**config.mk**
```make
export PLATFORM = sky130hd
export DESIGN_NAME = onehot_strobe_gen
export DESIGN_NICKNAME = d
export VERILOG_FILES = /design/src/rtl/onehot_strobe_gen_pkg.sv /design/src/rtl/onehot_strobe_gen_strobe_timer.sv /design/src/rtl/onehot_strobe_gen.sv
export SDC_FILE = /design/constraint.sdc
export NUM_CORES = 1
export LEC_CHECK = 0
export BUFFER_PORTS_ARGS = -buffer_cell sky130_fd_sc_hd__buf_4
export CORE_AREA = 8 8 45 47
export DETAILED_ROUTE_END_ITERATION = 10
export DIE_AREA = 0 0 53 55
export GPL_TIMING_DRIVEN = 1
export PLACE_DENSITY = 0.71
export SYNTH_ARGS = -nofsm -noshare
export SYNTH_HDL_FRONTEND = slang
export SYNTH_SLANG_ARGS = --single-unit
```
**constraint.sdc**
```tcl
create_clock -name clk -period 1.5 [get_ports clk]
set_input_delay 0.075 -clock clk [delete_from_list [all_inputs] [get_ports clk]]
set_output_delay 0.075 -clock clk [all_outputs]
set_load 0.02 [all_outputs]
```
**src/rtl/onehot_strobe_gen_pkg.sv**
```systemverilog
// Shared types and helpers for the one-hot strobe generator.
package onehot_strobe_gen_pkg;

  localparam int DEF_IDX_W = 2;
  localparam int DEF_OH_W  = 1 << DEF_IDX_W;

  typedef enum logic [1:0] {
    IDLE  = 2'd0,
    DRIVE = 2'd1,
    GAP   = 2'd2
  } state_e;

  // Index to one-hot select word at the default bus width.
  function automatic logic [DEF_OH_W-1:0] onehot_of(input logic [DEF_IDX_W-1:0] idx);
    return DEF_OH_W'(1) << idx;
  endfunction

  // Timer width wide enough to hold the larger of the two load values.
  function automatic int timer_width(input int hold, input int gap);
    int m;
    m = (hold > gap) ? hold : gap;
    return (m < 1) ? 1 : $clog2(m + 1);
  endfunction

endpackage

```
**src/rtl/onehot_strobe_gen_strobe_timer.sv**
```systemverilog
// Loadable down-counter with a zero flag; shared by the DRIVE and GAP phases.
module onehot_strobe_gen_strobe_timer #(
  parameter int CNT_W = 3
) (
  input  logic             clk,
  input  logic             rst_n,
  input  logic             load_i,
  input  logic [CNT_W-1:0] load_val_i,
  input  logic             en_i,
  output logic             zero_o
);

  logic [CNT_W-1:0] cnt_q, cnt_d;

  // Load takes priority; otherwise count down while enabled, saturating at zero.
  always_comb begin
    // NOTE: cnt_d gets a default before any condition so every path assigns it and no latch is inferred.
    cnt_d = cnt_q;
    if (load_i) begin
      cnt_d = load_val_i;
    end else if (en_i && (cnt_q != '0)) begin
      cnt_d = cnt_q - CNT_W'(1);
    end
  end

  // Counter register.
  always_ff @(posedge clk) begin
    // NOTE: state is updated with non-blocking assignments so every register sees pre-edge values.
    if (!rst_n) begin
      cnt_q <= '0;
    end else begin
      cnt_q <= cnt_d;
    end
  end

  assign zero_o = (cnt_q == '0);

endmodule

```
**src/rtl/onehot_strobe_gen.sv**
```systemverilog
// Accepts a channel index over valid/ready, drives a registered one-hot strobe
// for HOLD_CYCLES cycles, then enforces a GAP_CYCLES idle gap before the next
// request. Completion is flagged by done, cancellation by aborted.
module onehot_strobe_gen
  import onehot_strobe_gen_pkg::*;
#(
  parameter int IDX_W       = DEF_IDX_W,
  parameter int HOLD_CYCLES = 4,
  parameter int GAP_CYCLES  = 1
) (
  input  logic                  clk,
  input  logic                  rst_n,
  input  logic                  in_valid,
  input  logic [IDX_W-1:0]      in_idx,
  output logic                  in_ready,
  input  logic                  abort,
  output logic [(1<<IDX_W)-1:0] onehot,
  output logic                  active,
  output logic                  done,
  output logic                  aborted
);

  localparam int OH_W  = 1 << IDX_W;
  localparam int CNT_W = timer_width(HOLD_CYCLES, GAP_CYCLES);
  localparam logic [CNT_W-1:0] HOLD_LOAD = CNT_W'(HOLD_CYCLES - 1);
  localparam logic [CNT_W-1:0] GAP_LOAD  = (GAP_CYCLES > 0) ? CNT_W'(GAP_CYCLES - 1) : '0;
  localparam logic             HAS_GAP   = (GAP_CYCLES > 0);

  if (HOLD_CYCLES < 1) begin : g_bad_hold
    $error("onehot_strobe_gen: HOLD_CYCLES must be at least 1");
  end
  if (GAP_CYCLES < 0) begin : g_bad_gap
    $error("onehot_strobe_gen: GAP_CYCLES must not be negative");
  end

  state_e          state_q, state_d;
  logic [OH_W-1:0] onehot_q, onehot_d;
  logic            done_q, done_d;
  logic            aborted_q, aborted_d;
  logic [OH_W-1:0] req_onehot;
  logic            tmr_load, tmr_en, tmr_zero;
  logic [CNT_W-1:0] tmr_val;

  // The package decoder covers the default bus; other widths use a plain shift.
  if (IDX_W == DEF_IDX_W) begin : g_pkg_dec
    assign req_onehot = onehot_of(in_idx);
  end else begin : g_shift_dec
    assign req_onehot = OH_W'(1) << in_idx;
  end

  onehot_strobe_gen_strobe_timer #(
    .CNT_W (CNT_W)
  ) u_timer (
    .clk        (clk),
    .rst_n      (rst_n),
    .load_i     (tmr_load),
    .load_val_i (tmr_val),
    .en_i       (tmr_en),
    .zero_o     (tmr_zero)
  );

  assign in_ready = (state_q == IDLE);

  // Next-state, strobe and pulse decisions; abort beats normal completion.
  always_comb begin
    state_d   = state_q;
    onehot_d  = onehot_q;
    done_d    = 1'b0;
    aborted_d = 1'b0;
    tmr_load  = 1'b0;
    tmr_val   = '0;
    tmr_en    = 1'b0;
    case (state_q)
      IDLE: begin
        if (in_valid && in_ready) begin
          state_d  = DRIVE;
          onehot_d = req_onehot;
          tmr_load = 1'b1;
          tmr_val  = HOLD_LOAD;
        end
      end
      DRIVE: begin
        if (abort || tmr_zero) begin
          onehot_d  = '0;
          aborted_d = abort;
          done_d    = !abort;
          if (HAS_GAP) begin
            state_d  = GAP;
            tmr_load = 1'b1;
            tmr_val  = GAP_LOAD;
          end else begin
            state_d = IDLE;
          end
        end else begin
          tmr_en = 1'b1;
        end
      end
      GAP: begin
        if (tmr_zero) begin
          state_d = IDLE;
        end else begin
          tmr_en = 1'b1;
        end
      end
      default: begin
        state_d  = IDLE;
        onehot_d = '0;
      end
    endcase
  end

  // State, strobe and pulse registers; reset leaves no pending pulse.
  always_ff @(posedge clk) begin
    if (!rst_n) begin
      state_q   <= IDLE;
      onehot_q  <= '0;
      done_q    <= 1'b0;
      aborted_q <= 1'b0;
    end else begin
      state_q   <= state_d;
      onehot_q  <= onehot_d;
      done_q    <= done_d;
      aborted_q <= aborted_d;
    end
  end

  assign onehot  = onehot_q;
  assign active  = |onehot_q;
  assign done    = done_q;
  assign aborted = aborted_q;

endmodule
```
# [Word-level counts from Yosys, hierarchy flattened]
# Index checks and enable logic that the tools add are counted.
[totals] ff_bits=11 out_inout_bits=8 inputBits=6 elab_cells=42
[op_classes] muxes=17 bitwise=1 addsub=1 n_eq_ne=5 reduce_logical=12 shift=1
[ops] operator="one-hot mux 4 bit (3 select lines)" count=1
[ops] operator="two-way mux 2 bit" count=5
[ops] operator="AND reduction 3 bit" count=3
[ops] operator="two-way mux 4 bit" count=2
[ops] operator="two-way mux 3 bit" count=2
[ops] operator="one-hot mux 2 bit (3 select lines)" count=1
[ops] operator="two-way mux 1 bit" count=4
[ops] operator="inequality test 2 bit (second input constant)" count=2
[ops] operator="one-hot mux 1 bit (2 select lines)" count=2
[ops] operator="OR reduction 4 bit" count=1
[ops] operator="<< shifter 1 x 2 -> 4 bit (first input constant)" count=1
[ops] operator="logical NOT 3 bit" count=1
[ops] operator="nonzero test 3 bit" count=1
[ops] operator="subtractor 3 x 1 -> 3 bit (second input constant)" count=1
[ops] operator="== test 2 x 1 -> 1 bit (second input constant)" count=1
[ops] operator="== test 2 bit (second input constant)" count=1
[ops] operator="logical AND 1 bit" count=2
[ops] operator="logical NOT 2 bit" count=1
[ops] operator="inequality test 2 x 1 -> 1 bit (second input constant)" count=1
[ops] operator="nonzero test 2 bit" count=1
[ops] operator="logical NOT 1 bit" count=1
[ops] operator="logical OR 1 bit" count=1
[ops] operator="NOT 1 bit" count=1

# [Depth between registers and ports, before layout]
# Gate-level depths: netlist of run 1.
[logic_depth] word_depth=7 depth_mapped=6 ltp_nobuf=6

# [By module]
# Synthesis of run 1 repeated with hierarchy kept, for this count alone.
[unflattened] cells_unflattened=70 area_unflattened_um2=664.4
[modules_own_cells] module="onehot_strobe_gen" area_per_inst_um2=479.2 n_inst=1 cells_per_inst=49 seq_area_each_um2=160.2
[modules_own_cells] module="onehot_strobe_gen_strobe_timer" area_per_inst_um2=185.2 n_inst=1 cells_per_inst=21 seq_area_each_um2=60.1

# [Worst setup path before layout of run 1]
# No wires, ideal clock.
[synth_timing] kind="reg2reg" from="register state_q[0]" to="register state_q[0]" arrival_time_ns=1.369 required_time_ns=1.428 setup_slack_ns=0.059 setup_time_ns=0.072 path_buffers=0 period_less_slack_ns=1.441 stages_incl_launch_ff=6 cell_sequence="dfxtp_1 -> inv_1 -> ha_1 -> a22o_1 -> a21oi_2 -> mux2i_1"
[synth_via] elab_chain_len=4 word_cells_on_any_way=9 cone_classes="eq/ne (5); mux (1); reduce/logical (3)"
[synth_lines] item="start: declaration" line_no="onehot_strobe_gen.sv:36" source="state_e state_q, state_d;"
[synth_lines] item="start signal: assignment" line_no="onehot_strobe_gen.sv:120" source="state_q <= state_d;"
[synth_lines] item="logical NOT 2 bit (*)" line_no="onehot_strobe_gen.sv:62" source="assign in_ready = (state_q == IDLE);"
[synth_lines] item="via in_ready" line_no="onehot_strobe_gen.sv:15" source="output logic in_ready,"
[synth_lines] item="logical AND 1 bit" line_no="onehot_strobe_gen.sv:75" source="if (in_valid && in_ready) begin"
[synth_lines] item="inequality test 2 x 1 -> 1 bit (no source line)"
[synth_lines] item="AND reduction 3 bit (no source line)"
# Mark *: on every way through the listed nets, which the timed path passes. The rest lies on a longest branch.
# A chain may end at the register's enable or synchronous reset.

# [Worst setup path in the final report of run 1]
[layout_timing] from="register state_q[0]" to="register onehot_q[0] (netlist: onehot[0])"
[layout_via] elab_chain_len=4 word_cells_on_any_way=9 cone_classes="eq/ne (4); mux (1); bitwise (1); reduce/logical (3)"
[layout_lines] item="logical NOT 2 bit" line_no="onehot_strobe_gen.sv:62, onehot_strobe_gen.sv:73"
[layout_lines] item="logical AND 1 bit" line_no="onehot_strobe_gen.sv:75"
[layout_lines] item="inequality test 2 x 1 -> 1 bit (no source line)"
[layout_lines] item="AND reduction 3 bit (no source line)"
[layout_lines] item="end signal: assignment" line_no="onehot_strobe_gen.sv:121" source="onehot_q <= onehot_d;"
[layout_lines] item="end: declaration" line_no="onehot_strobe_gen.sv:37" source="logic [OH_W-1:0] onehot_q, onehot_d;"
# Several ways; a longest one is shown, not always the timed one.

==> results of run 1 <==
state kept, by name (all words and copies together), names as in the netlist:
register       count
state_q            2
done               1
aborted            1
onehot             4
u_timer.cnt_q      3
where the power goes:
group,switching [W],internal (W)
registers,0.0000454,0.000366
logic,0.000425,0.000370
clock network,0.000113,0.000103
cell families after synthesis:
| group | after synthesis | share of synthesized area |
|---|---|---|
| AO/OA/AOI/OAI | 8 | 0.1063 |
| adder cells (fa/ha/maj) | 6 | 0.1227 |
| AND/OR/NAND/NOR | 23 | 0.2229 |
| XOR/XNOR | 2 | 0.02864 |
| flip-flops | 11 | 0.3599 |
| buffers and inverters | 6 | 0.03681 |
| multiplexers | 7 | 0.1227 |
per-stage QoR:
step | hold WS [ns] | utilization | power, W | instances
after floorplan | 0.1716 | - | 0.0009334 | 63
final | 0.06415 | 0.5787 | 0.001423 | 98
after global placement | 0.2800 | 0.5353 | 0.001135 | 93
after detailed placement | 0.2888 | 0.5353 | 0.001167 | 93
after global routing | 0.05796 | 0.5787 | 0.001521 | 98
after CTS | 0.06478 | 0.5624 | 0.001384 | 98
layer usage:
layer,GRT usage,up-vias
met5,0,-
li1,-,255
met1,0.09188,238
met2,0.1758,16
met3,0.06417,4
met4,0.07759,0
repair_timing:
item | 4_1_cts | 5_1_grt
endpoints found under the setup margin | 4 | 8
hold buffers | 1 | 0
pin swaps | 0 | 2
gates resized for setup | 1 | 5
hold endpoints to repair | 1 | 0
cell usage after synthesis:
cell        n  area share
dfxtp_1    11        0.36
nand2_1    11       0.067
ha_1        6        0.12
mux2i_1     6       0.098
inv_1       3       0.018
and3_1      2       0.020
inv_2       2       0.012
a211oi_1    1       0.012
a21oi_2     1       0.014
a22o_1      1       0.014
clkbuf_1    1      0.0061
mux2_4      1       0.025
nand2b_4    1       0.022
nand3_1     1      0.0082
nand4_1     1       0.010
nand4b_1    1       0.014
nor2_1      1      0.0061
nor2_4      1       0.018
nor2b_1     1       0.010
nor2b_4     1       0.022
o2111ai_1   1       0.014
o211ai_2    1       0.020
o21ai_0     1      0.0082
o21ai_1     1      0.0082
o21ai_2     1       0.014
or3_1       1       0.010
or4_1       1       0.012
xnor2_1     1       0.014
xor2_1      1       0.014
critical path, cell delays in order, from the launching register on:
cell	delay (ns)
dfxtp_2	0.37
inv_1	0.08
ha_1	0.23
a22o_4	0.28
nor2_4	0.19
mux2i_1	0.20
layout make-up:
| type | instances | area, µm² |
|---|---|---|
| Inverter | 5 | 18.77 |
| Clock buffer | 4 | 26.28 |
| Multi-Input combinational cell | 46 | 390.4 |
| Tap cell | 16 | 20.02 |
| Timing Repair Buffer | 16 | 122.6 |
| Fill cell | 116 | 583.1 |
| Sequential cell | 11 | 222.7 |
final timing paths:
| check | to | slack [ns] | cells after the start |
|---|---|---|---|
| worst min register to register | onehot[3] | 0.47 | 2 |
| worst min-delay path | aborted | 0.06 | 2 |
| worst max register to register | onehot[0] | 0.08 | 5 |
| worst max-delay path | onehot[0] | 0.08 | 5 |
==> reports/metrics.cfg, run 1 <==
[logic_synthesis]
syn_nets=75
postSynthRegisterBits=11
ys_warn_count=0
postSynthCellCount=63
syn_avg_cell_area_um2=9.712
synth_area_um2=611.8
yosysSeqAreaShare=0.3599
yosysUniqueCellTypes=29

[clock_tree]
htree_levels=1
clk_path_buf_depth=2
clock-root-buffer=clkbuf_4
tritoncts.num_buffers=3
cts_tree=built
clkSinkCount=11
clk_latency_ns=0.28
clk_pin_slew_ns=0.08
cts_setup_buffers=0

[cells_and_area]
diodes=0
stdcell_area_um2=800.8
most-common-layout-cells=15 x buf_4, 11 x nand2_1, 9 x dfxtp_1
layout-drive-gt1-share=0.3902
fin_nets=95
area_delta_synth_final_pct=30.88
final_common_cell=buf_4

[detailed_routing]
drt_iter0_markers=13
finalWirelength_um=1328
dr_wl_met2_um=612
firstDrtPassIters=4
routedWlPerCell_um=13.55
vias=513
viasPerCell=5.235
drc=0
drt-met1-wl_um=523
top_layer_used=met4
wl_met3_um=157
ant_nets=0

[placed_design]
dp_hpwl_um=1029
place.gp.congestion=0.7849
place_area_um2=740.7
io_buffers=13
dp_slack_ns=0.01032

[timing]
relSlewSlack=0.8396
slew_viol_final=0
min_period_over_period=0.9446
rsz0062_at_grt=no
setup_viol=0
finClkSkew_ns=0.005944
period_needed_ns=1.417
tightest_slew_ns=0.2404
fmax_mhz=705.8
setup_tns_ns=0
setup_slack_ns=0.08311
hold_violations=0

[critical_path]
cp.arrival_ns=1.63
cp_data_required_time_ns=1.71
cp-start-kind=flip-flop
crit_type=flip-flop to flip-flop
setup.worst_path.start=state_q[0]
critPathMaxFanout=4
end_kind=flip-flop
r2r_start=state_q[0]

[floorplanning]
die_h_um=55
initial_core_util=0.4421
die_w_um=53
rows=14
core_area_um2=1384
ios=14
dieArea_um2=2915

[pwr]
p_per_area_nw_per_um2=1777
leakage_nw=0.3733
vdd_drop_max_uv=810.0

[global_routing]
grt_max_degree=16
grt_pass1_wl_um=2104
grt_usage=0.1052
grt_pass1_vias=494
antenna_found_initial=0
overflow=0

[run_status]
outcome=completed

[run]
drv_cap=0

[hold_path]
hold_class=primary input to flip-flop
min_from=abort

(Power assumes the default switching activity.)
==> run 2, diff against run 1 <==
--- a/config.mk
+++ b/config.mk
@@ -6,11 +6,12 @@
 export NUM_CORES = 1
 export LEC_CHECK = 0
 export BUFFER_PORTS_ARGS = -buffer_cell sky130_fd_sc_hd__buf_4
-export CORE_AREA = 8 8 45 47
+export CORE_MARGIN = 8
+export CORE_UTILIZATION = 51
 export DETAILED_ROUTE_END_ITERATION = 10
-export DIE_AREA = 0 0 53 55
 export GPL_TIMING_DRIVEN = 1
-export PLACE_DENSITY = 0.71
+export PLACE_DENSITY = 0.76
 export SYNTH_ARGS = -nofsm -noshare
 export SYNTH_HDL_FRONTEND = slang
+export SYNTH_HIERARCHICAL = 1
 export SYNTH_SLANG_ARGS = --single-unit
==> run 2 against run 1 <==
Effect of this change: critical path depth increased by 3; routed wire length up 12%; maximum frequency shrank 3.2%; combinational power is 58% higher; highest routed layer unchanged; core utilization rose by 17 points; critical endpoint is now u_timer/cnt_q[1]; synthesized area grew 8.6%; clock skew shrank 0.0047 ns; critical path type unchanged; synthesized cell count up 11%; register-to-register slack worse by 0.05 ns; clock power fell by 6%; hold slack worse by 0.052 ns.
==> reports/metrics.cfg, run 2 <==
[global_routing]
grt_usage=0.1305
overflow=0
grt_max_degree=16
antenna_found_initial=0
grt_pass1_wl_um=2580
grt_pass1_vias=582

[run]
drv_cap=0

[cells_and_area]
multi_input_area_um2=465.4
layout-drive-gt1-share=0.4947
area_delta_synth_final_pct=41.81
largest_register_ffs=4
most-common-layout-cells=21 x buf_4, 10 x nand2_1, 7 x dfxtp_1
fillers=94
fin_nets=109
diodes=0
stdcell_area_um2=942.2
regArea_um2=227.7
final_common_cell=buf_4
stdcell_count=110

[placed_design]
dp_cells=103
io_buffers=13
place.gp.congestion=0.8262
dp_hpwl_um=1058
place_area_um2=850.8

[hold_path]
holdPathEnd=done
holdPathStages=2
min_from=abort
hold_class=primary input to flip-flop

[logic_synthesis]
synthFlopType=dfxtp_1
yosysSeqAreaShare=0.3315
yosysMostFrequentCell=dfxtp_1
postSynthCellCount=70
postSynthRegisterBits=11
synth_area_leaders=dfxtp_1 33%, ha_1 13%, mux2i_1 9.0%
syn_avg_cell_area_um2=9.491
yosysTopAreaCell=dfxtp_1
yosysUniqueCellTypes=27
ys_warn_count=6
async_reset_ff_frac=0
synth-edff-count=0
synth_common_cells=11 x dfxtp_1, 10 x nand2_1, 7 x ha_1, 7 x inv_1, 6 x mux2i_1
synth_top_area_share=0.3315
synth_area_um2=664.4
syn_nets=83

[timing]
rsz0062_at_grt=yes
fmax_mhz=683.3
hold_violations=0
period_needed_ns=1.464
setup_viol=0
min_period_over_period=0.9757
holdWs_ns=0.01212
slew_viol_final=0
finClkSkew_ns=0.001289

[critical_path]
timing.rr.end=u_timer/cnt_q[1]
end_kind=flip-flop
critPathMaxFanout=4
cp_data_required_time_ns=1.70
crit_type=flip-flop to flip-flop
rrSetupSlack_ns=0.04
cp_cell_sequence=inv_2 -> ha_4 -> ha_4 -> o21a_1 -> o22a_1 -> inv_2 -> o211ai_1 -> a21boi_1
worstRegToRegCells=8
cp-start-kind=flip-flop
cp.arrival_ns=1.66
cp_slowest_stage_delay_ns=0.34
cp_slowest_cell=dfxtp_2
r2r_start=u_timer/cnt_q[0]

[clock_tree]
clk_pin_slew_ns=0.07
clock-root-buffer=clkbuf_4
clkSinkCount=11
cts_tree=built
clk_path_buf_depth=2
tritoncts.num_buffers=3
clk_latency_ns=0.27
holdBufCountCts=0
htree_levels=1

[floorplanning]
die_h_um=52.10
initial_core_util=0.5305
rows=13
ios=14
dieArea_um2=2714
die_w_um=52.10
core_area_um2=1252

[detailed_routing]
drt_iter0_markers=15
firstDrtPassIters=4
vias=583
routedWlPerCell_um=13.57
viasPerCell=5.300
finalWirelength_um=1493
drc=0
ant_nets=0

[pwr]
p_per_area_nw_per_um2=2016
leakage_nw=0.4059
vdd_drop_max_uv=1122

[run_status]
outcome=completed

## run 2: changes by cell type in the layout (fill, tap and decap cells not counted), sizes merged, moves of 2 or more
| cell | change |
|---|---|
| o21ai | -2 |
| nor3b | +3 |
| buf | +7 |
| and3 | -2 |
| a21boi | +2 |
| nor3 | +2 |
| nand3b | +2 |
| inv | +2 |
## run 2: through the flow
| step | TNS (ns) | setup slack (ns) | power [W] | utilization |
|---|---|---|---|---|
| floorplan | 0 | 0.01049 | 0.001100 | - |
| global placement | 0 | 0.01393 | 0.001479 | 0.6793 |
| detailed placement | -0.1249 | -0.04401 | 0.001491 | 0.6793 |
| CTS | 0 | 0.009008 | 0.001752 | 0.7143 |
| global route | -0.05098 | -0.02616 | 0.002029 | 0.7522 |
| finish | 0 | 0.03645 | 0.001900 | 0.7522 |
## run 2: kinds of logic after synthesis
logic type | Yosys count | synth area share
flip-flops | 11 | 0.3314
other | 1 | 0.005644
buffers and inverters | 8 | 0.04708
multiplexers | 6 | 0.09040
adder cells (fa/ha/maj) | 7 | 0.1318
AO/OA/AOI/OAI | 9 | 0.09227
XOR/XNOR | 1 | 0.01319
AND/OR/NAND/NOR | 27 | 0.2881
## run 2: critical path: cells and delay by family, from the launching register on
| kind | cells | cell delay (ns) |
|---|---|---|
| DFF | 1 | 0.34 |
| AOI/OAI and AO/OA | 4 | 0.59 |
| buffers and inverters | 2 | 0.15 |
| adders and majority gates | 2 | 0.32 |
## run 2: report_power, final
group / internal, W / switching, W / leakage, nW
logic: 0.000669 / 0.000587 / 0.299
registers: 0.000385 / 0.0000561 / 0.0917
clock network: 0.000103 / 0.000100 / 0.0150
## run 2: layout make-up
type	count	area share
inverter	7	0.02789
multi-input combinational	51	0.4940
tap	15	0.01992
sequential	11	0.2417
timing repair buffer	22	0.1886
clock buffer	4	0.02789
## run 2: how the worst max path moves through the flow
stage | end | cells after the start | startpoint
3_5_place_dp | u_timer/cnt_q[1] | 8 | u_timer/cnt_q[0]
3_3_place_gp | u_timer/cnt_q[1] | 8 | u_timer/cnt_q[0]
4_1_cts | onehot[3] | 7 | u_timer/cnt_q[0]
2_1_floorplan | u_timer/cnt_q[1] | 8 | u_timer/cnt_q[0]
6_report | u_timer/cnt_q[1] | 8 | u_timer/cnt_q[0]
5_1_grt | u_timer/cnt_q[1] | 8 | u_timer/cnt_q[0]
## run 2: repair_timing
item	in CTS	in global routing
gates cloned	0	0
buffers inserted	1	2
pin swaps	3	8
gates resized for setup	8	13
setup endpoints to repair	5	9
## run 2: metal layers
layer	global-route usage	up-vias	part of all wire
met2	0.1920	17	0.46
li1	-	293	-
met1	0.1466	268	0.45
met3	0.05698	5	0.063
met5	0	-	0
met4	0.09292	0	0.027
